File: config.mk
export PLATFORM = sky130hd
export DESIGN_NAME = mdu_hilo
export DESIGN_NICKNAME = d
export VERILOG_FILES = /design/src/rtl/mdu_hilo.sv
export SDC_FILE = /design/constraint.sdc
export NUM_CORES = 1
export LEC_CHECK = 0
export CAP_MARGIN = 0
export CORE_AREA = 2 2 238 170
export CTS_CLUSTER_DIAMETER = 30
export CTS_CLUSTER_SIZE = 12
export DETAILED_ROUTE_END_ITERATION = 7
export DIE_AREA = 0 0 240 172
export HOLD_SLACK_MARGIN = 0.08
export PLACE_DENSITY = 0.5
export SLEW_MARGIN = 40
export SYNTH_ARGS = -nofsm -noshare
export SYNTH_HDL_FRONTEND = slang
export SYNTH_SLANG_ARGS = --single-unit
File: constraint.sdc
create_clock -name clk -period 3.4 [get_ports clk]
set_clock_uncertainty 0.15 [all_clocks]
set_input_delay 0.34 -clock clk [delete_from_list [all_inputs] [get_ports clk]]
set_output_delay 0.34 -clock clk [all_outputs]
set_load 0.05 [all_outputs]
File: src/rtl/mdu_hilo.sv
// mdu_hilo: iterative multiply/divide unit with architectural HI/LO registers.
// MULT/MULTU use a radix-2 shift-add over WIDTH cycles. DIV/DIVU use restoring
// shift-subtract over WIDTH cycles. Both run on magnitudes, and the sign is
// corrected in FIN.
// Build option MDU_DIV_EN: when defined, the divider is built. When undefined,
// a divide op only pulses done one edge later and leaves HI/LO untouched.
module mdu_hilo #(
   parameter int WIDTH = 32
) (
   input  logic             clk,
   input  logic             rst_n,
   input  logic             start,
   input  logic [1:0]       op,
   input  logic [WIDTH-1:0] rs_val,
   input  logic [WIDTH-1:0] rt_val,
   input  logic             hi_we,
   input  logic             lo_we,
   input  logic [WIDTH-1:0] wd,
   output logic             busy,
   output logic             done,
   output logic [WIDTH-1:0] hi,
   output logic [WIDTH-1:0] lo
);

   localparam int CW = $clog2(WIDTH);

   typedef enum logic [1:0] {IDLE, RUN, FIN} state_t;

   state_t           state_q, state_d;
   logic [CW-1:0]    cnt_q, cnt_d;
   logic             div_q, div_d;     // latched op[1]
   logic             neg_q, neg_d;     // product/quotient must be negated
   logic [WIDTH-1:0] a_q, a_d;         // |rs| : multiplicand / dividend
   logic [WIDTH-1:0] acc_q, acc_d;     // upper product half / partial remainder
   logic [WIDTH-1:0] lsh_q, lsh_d;     // multiplier bits out, product/quotient bits in
   logic [WIDTH-1:0] hi_q, hi_d, lo_q, lo_d;
   logic             done_q, done_d;

   // Signed ops (op[0]) take operand magnitudes at launch.
   logic             s_a, s_b;
   logic [WIDTH-1:0] mag_a, mag_b;
   assign s_a   = op[0] & rs_val[WIDTH-1];
   assign s_b   = op[0] & rt_val[WIDTH-1];
   assign mag_a = s_a ? (~rs_val + 1'b1) : rs_val;
   assign mag_b = s_b ? (~rt_val + 1'b1) : rt_val;

   // One shift-add step. The carry out of acc+a becomes the top bit after the shift.
   logic [WIDTH:0]     mul_sum;
   logic [2*WIDTH-1:0] prod_mag, prod_res;
   assign mul_sum  = {1'b0, acc_q} + (lsh_q[0] ? {1'b0, a_q} : '0);
   assign prod_mag = {acc_q, lsh_q};
   assign prod_res = neg_q ? -prod_mag : prod_mag;

`ifdef MDU_DIV_EN
   logic             sa_q, sa_d;       // dividend sign: sign of the remainder
   logic             dz_q, dz_d;       // divide by zero
   logic [WIDTH-1:0] b_q, b_d;         // |rt| : divisor
   // One restoring step. trial[WIDTH] set means the subtract went negative.
   logic [WIDTH:0]   div_sh, div_tr;
   assign div_sh = {acc_q, lsh_q[WIDTH-1]};
   assign div_tr = div_sh - {1'b0, b_q};
   // busy covers RUN and FIN, 33 cycles for WIDTH=32.
   assign busy   = (state_q != IDLE);
`else
   // A divide op with no divider passes through FIN without raising busy.
   assign busy   = (state_q == RUN) | ((state_q == FIN) & ~div_q);
`endif

   assign done = done_q;
   assign hi   = hi_q;
   assign lo   = lo_q;

   // Next-state, datapath step and HI/LO update.
   always_comb begin
      state_d = state_q;
      cnt_d   = cnt_q;
      div_d   = div_q;
      neg_d   = neg_q;
      a_d     = a_q;
      acc_d   = acc_q;
      lsh_d   = lsh_q;
      hi_d    = hi_q;
      lo_d    = lo_q;
      done_d  = 1'b0;
`ifdef MDU_DIV_EN
      sa_d    = sa_q;
      dz_d    = dz_q;
      b_d     = b_q;
`endif
      case (state_q)
         IDLE: begin
            if (hi_we) hi_d = wd;
            if (lo_we) lo_d = wd;
            if (start) begin
               div_d   = op[1];
               neg_d   = s_a ^ s_b;
               a_d     = mag_a;
               acc_d   = '0;
               lsh_d   = op[1] ? mag_a : mag_b;
               cnt_d   = '0;
               state_d = RUN;
`ifdef MDU_DIV_EN
               sa_d    = s_a;
               dz_d    = (rt_val == '0);
               b_d     = mag_b;
`else
               if (op[1]) state_d = FIN;
`endif
            end
         end
         RUN: begin
`ifdef MDU_DIV_EN
            if (div_q) begin
               if (!div_tr[WIDTH]) begin
                  acc_d = div_tr[WIDTH-1:0];
                  lsh_d = {lsh_q[WIDTH-2:0], 1'b1};
               end else begin
                  acc_d = div_sh[WIDTH-1:0];
                  lsh_d = {lsh_q[WIDTH-2:0], 1'b0};
               end
            end else begin
               acc_d = mul_sum[WIDTH:1];
               lsh_d = {mul_sum[0], lsh_q[WIDTH-1:1]};
            end
`else
            acc_d = mul_sum[WIDTH:1];
            lsh_d = {mul_sum[0], lsh_q[WIDTH-1:1]};
`endif
            cnt_d = cnt_q + CW'(1);
            if (cnt_q == CW'(WIDTH-1)) state_d = FIN;
         end
         FIN: begin
            state_d = IDLE;
            done_d  = 1'b1;
            if (!div_q) begin
               hi_d = prod_res[2*WIDTH-1:WIDTH];
               lo_d = prod_res[WIDTH-1:0];
            end
`ifdef MDU_DIV_EN
            else if (dz_q) begin
               // Give back the original dividend. The magnitude is re-signed.
               hi_d = sa_q ? -a_q : a_q;
               lo_d = '1;
            end else begin
               hi_d = sa_q  ? -acc_q : acc_q;
               lo_d = neg_q ? -lsh_q : lsh_q;
            end
`endif
         end
         default: state_d = IDLE;
      endcase
   end

   // State and datapath registers. Reset drops any operation in progress.
   always_ff @(posedge clk or negedge rst_n) begin
      if (!rst_n) begin
         state_q <= IDLE;
         cnt_q   <= '0;
         div_q   <= 1'b0;
         neg_q   <= 1'b0;
         a_q     <= '0;
         acc_q   <= '0;
         lsh_q   <= '0;
         hi_q    <= '0;
         lo_q    <= '0;
         done_q  <= 1'b0;
`ifdef MDU_DIV_EN
         sa_q    <= 1'b0;
         dz_q    <= 1'b0;
         b_q     <= '0;
`endif
      end else begin
         state_q <= state_d;
         cnt_q   <= cnt_d;
         div_q   <= div_d;
         neg_q   <= neg_d;
         a_q     <= a_d;
         acc_q   <= acc_d;
         lsh_q   <= lsh_d;
         hi_q    <= hi_d;
         lo_q    <= lo_d;
         done_q  <= done_d;
`ifdef MDU_DIV_EN
         sa_q    <= sa_d;
         dz_q    <= dz_d;
         b_q     <= b_d;
`endif
      end
   end

endmodule

==> flow_metrics.env, run 1 <==
export IMPL_outcome="completed"
export IMPL_nFillCells=4037
export IMPL_rrSetupSlack_ns=0.13
export IMPL_whs_ns=0.1672
export IMPL_routabilityCongestion=0.9004
export IMPL_ir_drop_mv=0.4188
export IMPL_stdcell_area_sq_um=15090
export IMPL_placed_area_sq_um=14410
export IMPL_pre_cts_ws_ns=-0.004249
export IMPL_drc=0
export IMPL_crit_path_end_kind="flip-flop"
export IMPL_root_buffer="clkbuf_16"
export IMPL_start_util=0.2966
export IMPL_netlist_area_sq_um=11590
export IMPL_criticalPathCategory="flip-flop to flip-flop"
export IMPL_clockPowerShare=0.148
export IMPL_grtUsageMet3=0.03321
export IMPL_first_iter_violations=919
export IMPL_setup_viol=0
export IMPL_fin_ws_ns=0.1308
export IMPL_first_global_vias=10528
export IMPL_power_mw=13.72
export IMPL_met1_usage=0.3443
export IMPL_cts_buffers=17
export IMPL_track_usage=0.2165
export IMPL_synth_avg_cell_area_sq_um=8.309
export IMPL_synth_area_leader_cell="dfrtp_1"
export IMPL_drv_slew=0
export IMPL_seq_area_frac_synth=0.3670
export IMPL_die_x_microns=240
export IMPL_p_sw_frac=0.4917
export IMPL_power_leakage_nw=6.235
export IMPL_worst_pin_slew_ns=0.7015
export IMPL_drive_above_1_share=0.09944
export IMPL_synth_seq_cells=170
export IMPL_rows=61
export IMPL_timing_fmax_mhz=305.9
export IMPL_cts_tree="done"
export IMPL_synth_top_cell_area_share=0.3670
export IMPL_met2_usage=0.3051
export IMPL_syn_inst=1395
export IMPL_num_antenna_cells=0
export IMPL_synth_edff_count=0
export IMPL_cap_violations=0
export IMPL_cp_max_fo=2
export IMPL_worstRegToRegCells=13
export IMPL_htree_levels=4
export IMPL_r2r_start="lsh_q[0]"
export IMPL_dr_pass1_iters=7
export IMPL_ant_nets=0
export IMPL_p_per_area_nw_per_um2=909.6
export IMPL_grt_pass1_wl_microns=66710
export IMPL_startpoint="lsh_q[0]"
export IMPL_fp_dieH_microns=172
export IMPL_cts_sinks=170
export IMPL_clk_latency_ns=0.44
export IMPL_rsz0062_at_grt="true"
export IMPL_busiest_layer="met1"
export IMPL_wl_microns=44490
export IMPL_dp_hpwl_microns=35840
export IMPL_yosysMostFrequentCell="nand2_1"
export IMPL_hold_class="input pin to asynchronous set/reset pin"
export IMPL_cts_max_path_buffers=2
export IMPL_r2r_end="acc_q[27]"
export IMPL_overflow=0
export IMPL_start_kind="flip-flop"
export IMPL_core_area_sq_um=39080
export IMPL_combPwrFrac=0.569
export IMPL_grt_max_degree=77
export IMPL_area_growth_pct=30.15
export IMPL_avgRoutedWirePerCell_microns=20.75
export IMPL_intPower_mw=6.975
export IMPL_layout_min_cycle_time_ns=3.269
export IMPL_nets=1737
export IMPL_finalCritPeriodShare=0.9615
export IMPL_routed_via_count=11179
export IMPL_cp_endpoint="acc_q[27]"
export IMPL_p_sw_mw=6.747
export IMPL_crit_required_ns=3.63
export IMPL_synth_async_reset_ratio=1.000
export IMPL_portBuffers=168
export IMPL_seqPwrFrac=0.283
export IMPL_synth_common_cells="nand2_1 (175), dfrtp_1 (170), o21ai_0 (166)"
export IMPL_synthFlopType="dfrtp_1"
export IMPL_dieArea_sq_um=41280
export IMPL_yosysWarnings=0
export IMPL_ys_types=64
export IMPL_synth_nets=1536
export IMPL_synthTopCellsByArea="dfrtp_1 (37%), xor2_1 (7.3%), o21ai_0 (7.2%)"
export IMPL_hold_viol_final=0
export IMPL_viasPerCell=5.214
export IMPL_antenna_found_initial=1
export IMPL_ioPinCount=169
export IMPL_arrival_ns=3.50
export IMPL_clk_pin_slew_ns=0.07
export IMPL_maxSlewHeadroom=0.5323
## what timing repair did
item / 4_1_cts / 5_1_grt
resized for setup: 0 / 8
hold buffers: 1 / 0
endpoints found under the setup margin: 0 / 8
setup buffers: 0 / 1
hold endpoints to repair: 73 / 0
## layout by cell type (no fill, tap or decap), types with 30 or more instances in the layout
master and instances:
ha_1 37, a21oi_1 112, xor2_1 96, and2_1 38, nor2_1 102, xnor2_1 51
o31ai_1 30, buf_4 99, nand2_1 175, dfrtp_1 169, o21ai_0 165, clkdlybuf4s50_1 166
## kinds of logic after synthesis
| family | after synthesis | synth area share |
|---|---|---|
| AO/OA/AOI/OAI | 458 | 0.2436 |
| multiplexers | 8 | 0.007017 |
| adder cells (fa/ha/maj) | 38 | 0.04167 |
| buffers and inverters | 113 | 0.03659 |
| AND/OR/NAND/NOR | 461 | 0.1930 |
| XOR/XNOR | 147 | 0.1111 |
| flip-flops | 170 | 0.3670 |
## per-layer routing
metal / part of all wire / routed length (microns)
met1: 0.52 / 23230
met2: 0.40 / 17850
met5: 0 / 0
met4: 0.011 / 480
met3: 0.066 / 2921
## how the worst min path moves through the flow
| stage | startpoint | end | slack (ns) | depth (start not counted) |
|---|---|---|---|---|
| final | rst_n | lo[5] | 0.17 | 2 |
| after global routing | rst_n | hi[17] | 0.18 | 2 |
| after CTS | lo[22] | lo[22] | 0.33 | 1 |
| after detailed placement | rst_n | lo[5] | 0.27 | 1 |
| after global placement | rst_n | lo[5] | 0.27 | 1 |
| after floorplan | rst_n | a_q[0] | -0.11 | 0 |
## power by group through the flow
stage	Clock [mW]	Combinational, mW	Sequential, mW
after floorplan	0	3.63	4.85
after global placement	0	7.67	3.89
after detailed placement	0	7.72	3.91
after CTS	2.06	7.74	3.87
after global routing	2.14	8.43	3.99
final	2.03	7.81	3.88
## metrics by stage
step,TNS (ns),instances,utilization
6_report,0,2144,0.3860
3_3_place_gp,-0.009643,2109,0.3686
5_1_grt,-0.005310,2144,0.3860
3_5_place_dp,-0.004249,2109,0.3687
2_1_floorplan,0,1395,-
4_1_cts,0,2142,0.3842
## registers in the layout, indices dropped and copies added, names as in the netlist
| register | flops |
|---|---|
| hi | 32 |
| lsh_q | 32 |
| lo | 32 |
| state_q | 2 |
| div_q | 1 |
| acc_q | 32 |
| done | 1 |
| a_q | 32 |
| cnt_q | 5 |
| neg_q | 1 |
## final cells by class
class	instances	area, sq um	share of cell area
Clock buffer	21	450.4	0.02986
Multi-Input combinational cell	1112	6960	0.4614
Timing Repair Buffer	271	2514	0.1666
Sequential cell	170	4255	0.2821
Tap cell	535	669.4	0.04437
Clock inverter	11	146.4	0.009704
Inverter	24	90.09	0.005972
## worst max-delay path: stages (launching register included)
cell and delay [ns]:
dfrtp_1 0.38, and2_1 0.14, ha_1 0.16, inv_1 0.05, fa_1 0.39, nor2b_1 0.18
o2111ai_1 0.21, a2111oi_2 0.38, buf_4 0.17, nand3b_1 0.08, and2_1 0.19, a31oi_1 0.14
or4_1 0.49, nand3_1 0.10
No activity file was read; power rests on OpenSTA's default activity.
==> run 2: changes to the inputs <==
- DONT_BUFFER_PORTS: not set -> 1
- PLACE_DENSITY: 0.5 -> 0.44
- SETUP_SLACK_MARGIN: not set -> 0.5
==> run 2 against run 1 <==
  * Flip-flop and latch count unchanged
  * Final area decreased by 3.8%
  * Hold slack got worse by 0.74 ns
  * Critical path type unchanged
  * The flow now finishes with violations (negative hold slack)
  * Fmax increased by 2.9%
  * Highest routed layer unchanged
  * Largest cell class unchanged
  * Core utilization decreased by 1.5 points
==> flow_metrics.env, run 2 (same netlist as run 1, synthesis figures left out) <==
export IMPL_outcome="finished with violations"
export IMPL_violations="negative hold slack"
export IMPL_setup_viol=0
export IMPL_dp_hpwl_microns=35530
export IMPL_cts_hold_buf=71
export IMPL_p_per_area_nw_per_um2=934.7
export IMPL_fin_ws_ns=0.2218
export IMPL_portBuffers=0
export IMPL_viasPerCell=5.425
export IMPL_power_leakage_nw=5.781
export IMPL_die_x_microns=240
export IMPL_wl_microns=46350
export IMPL_p_sw_mw=6.998
export IMPL_p_sw_frac=0.5160
export IMPL_grt_max_degree=171
export IMPL_met2_usage=0.3045
export IMPL_ioPinCount=169
export IMPL_area_growth_pct=25.16
export IMPL_arrival_ns=3.35
export IMPL_cts_buffers=17
export IMPL_routed_via_count=11002
export IMPL_busiest_layer="met1"
export IMPL_intPower_mw=6.563
export IMPL_cts_max_path_buffers=2
export IMPL_dr_pass1_iters=5
export IMPL_met1_usage=0.3550
export IMPL_grtUsageMet3=0.05236
export IMPL_maxSlewHeadroom=0.5375
export IMPL_grt_pass1_wl_microns=68700
export IMPL_root_buffer="clkbuf_16"
export IMPL_dieArea_sq_um=41280
export IMPL_pre_cts_ws_ns=0.1854
export IMPL_clk_pin_slew_ns=0.07
export IMPL_start_kind="flip-flop"
export IMPL_avgRoutedWirePerCell_microns=22.86
export IMPL_timing_fmax_mhz=314.6
export IMPL_drive_above_1_share=0.1542
export IMPL_hold_viol_final=170
export IMPL_final_cell_mix="nand2_1 (169), dfrtp_1 (164), o21ai_0 (148)"
export IMPL_finalCritPeriodShare=0.9348
export IMPL_crit_required_ns=3.57
export IMPL_htree_levels=4
export IMPL_cts_sinks=170
export IMPL_criticalPathCategory="flip-flop to flip-flop"
export IMPL_start_util=0.2966
export IMPL_setup_tns_ns=0
export IMPL_ant_nets=0
export IMPL_cts_tree="done"
export IMPL_ir_drop_mv=0.3399
export IMPL_cp_max_fo=3
export IMPL_crit_path_end_kind="flip-flop"
export IMPL_fp_dieH_microns=172
export IMPL_layout_min_cycle_time_ns=3.178
export IMPL_rsz0062_at_grt="true"
export IMPL_seqPwrFrac=0.394
export IMPL_drc=0
export IMPL_cap_violations=0
export IMPL_drv_slew=0
export IMPL_clockPowerShare=0.152
export IMPL_combPwrFrac=0.455
export IMPL_first_iter_violations=898
export IMPL_core_area_sq_um=39080
export IMPL_overflow=0
export IMPL_whs_ns=-0.5703
export IMPL_antenna_found_initial=1
export IMPL_nets=1622
export IMPL_track_usage=0.2256
export IMPL_rows=61
export IMPL_routabilityCongestion=0.8727
export IMPL_layout_commonest_cell="nand2_1"
export IMPL_clk_latency_ns=0.45
export IMPL_nFillCells=4085
export IMPL_worst_pin_slew_ns=0.6888
export IMPL_first_global_vias=10494
export IMPL_hold_class="input pin to asynchronous set/reset pin"
==> run 2: critical path, stage by stage (launching register included) <==
cell      delay [ns]
dfrtp_1         0.38
or3_4           0.39
or3_4           0.34
or4_4           0.43
or4_4           0.50
or2_4           0.29
o31ai_4         0.24
xor2_1          0.20
o221ai_1        0.13
==> run 2: cell type report <==
class	instances	area, sq um	area share
antenna	1	2.502	0.0001725
clock buffer	20	446.7	0.03079
clock inverter	10	143.9	0.009918
inverter	24	93.84	0.006468
multi-input combinational	1112	7491	0.5163
sequential	170	4262	0.2937
tap	535	669.4	0.04614
timing repair buffer	156	1399	0.09642
==> run 2: through the flow <==
stage	util	area, sq um	power [mW]	instances
6_report	0.3713	14510	13.56	2028
5_1_grt	0.3712	14510	14.36	2027
4_1_cts	0.3589	14020	13.09	2011
3_5_place_dp	0.3189	12460	10.74	1899
3_3_place_gp	0.3188	12460	10.73	1899
2_1_floorplan	-	11670	8.533	1395
==> run 2: power by group through the flow <==
| stage | clock (mW) | combinational (mW) | sequential [mW] |
|---|---|---|---|
| after floorplan | 0 | 3.68 | 4.86 |
| after global placement | 0 | 5.43 | 5.30 |
| after detailed placement | 0 | 5.42 | 5.31 |
| after CTS | 2.10 | 5.70 | 5.29 |
| after global routing | 2.19 | 6.74 | 5.44 |
| final | 2.06 | 6.17 | 5.34 |
==> run 2: path summary, 6_finish.rpt <==
path                                from      to  slack, ns  cells after the start
worst max-delay path            acc_q[5]  hi[16]       0.22                      8
worst min-delay path               rst_n   lo[7]      -0.57                      0
worst max register to register  acc_q[5]  hi[16]       0.22                      8
worst min register to register    a_q[2]  a_q[2]       0.32                      2
max in group asynchronous          rst_n   neg_q       3.43                      0
min in group clk                   op[1]   div_q       0.07                      2
==> run 2: routing by layer <==
layer | wire, microns | vias up
li1 | - | 5174
met1 | 24010 | 5409
met2 | 18350 | 386
met3 | 3311 | 33
met4 | 682 | 0
met5 | 0 | -
==> run 2: timing repair <==
action	in CTS	in global routing
pin swaps	16	35
resized for setup	38	85
buffers inserted	11	15
cloned	0	1
setup endpoints to repair	29	47
endpoints found under the hold margin	266	170
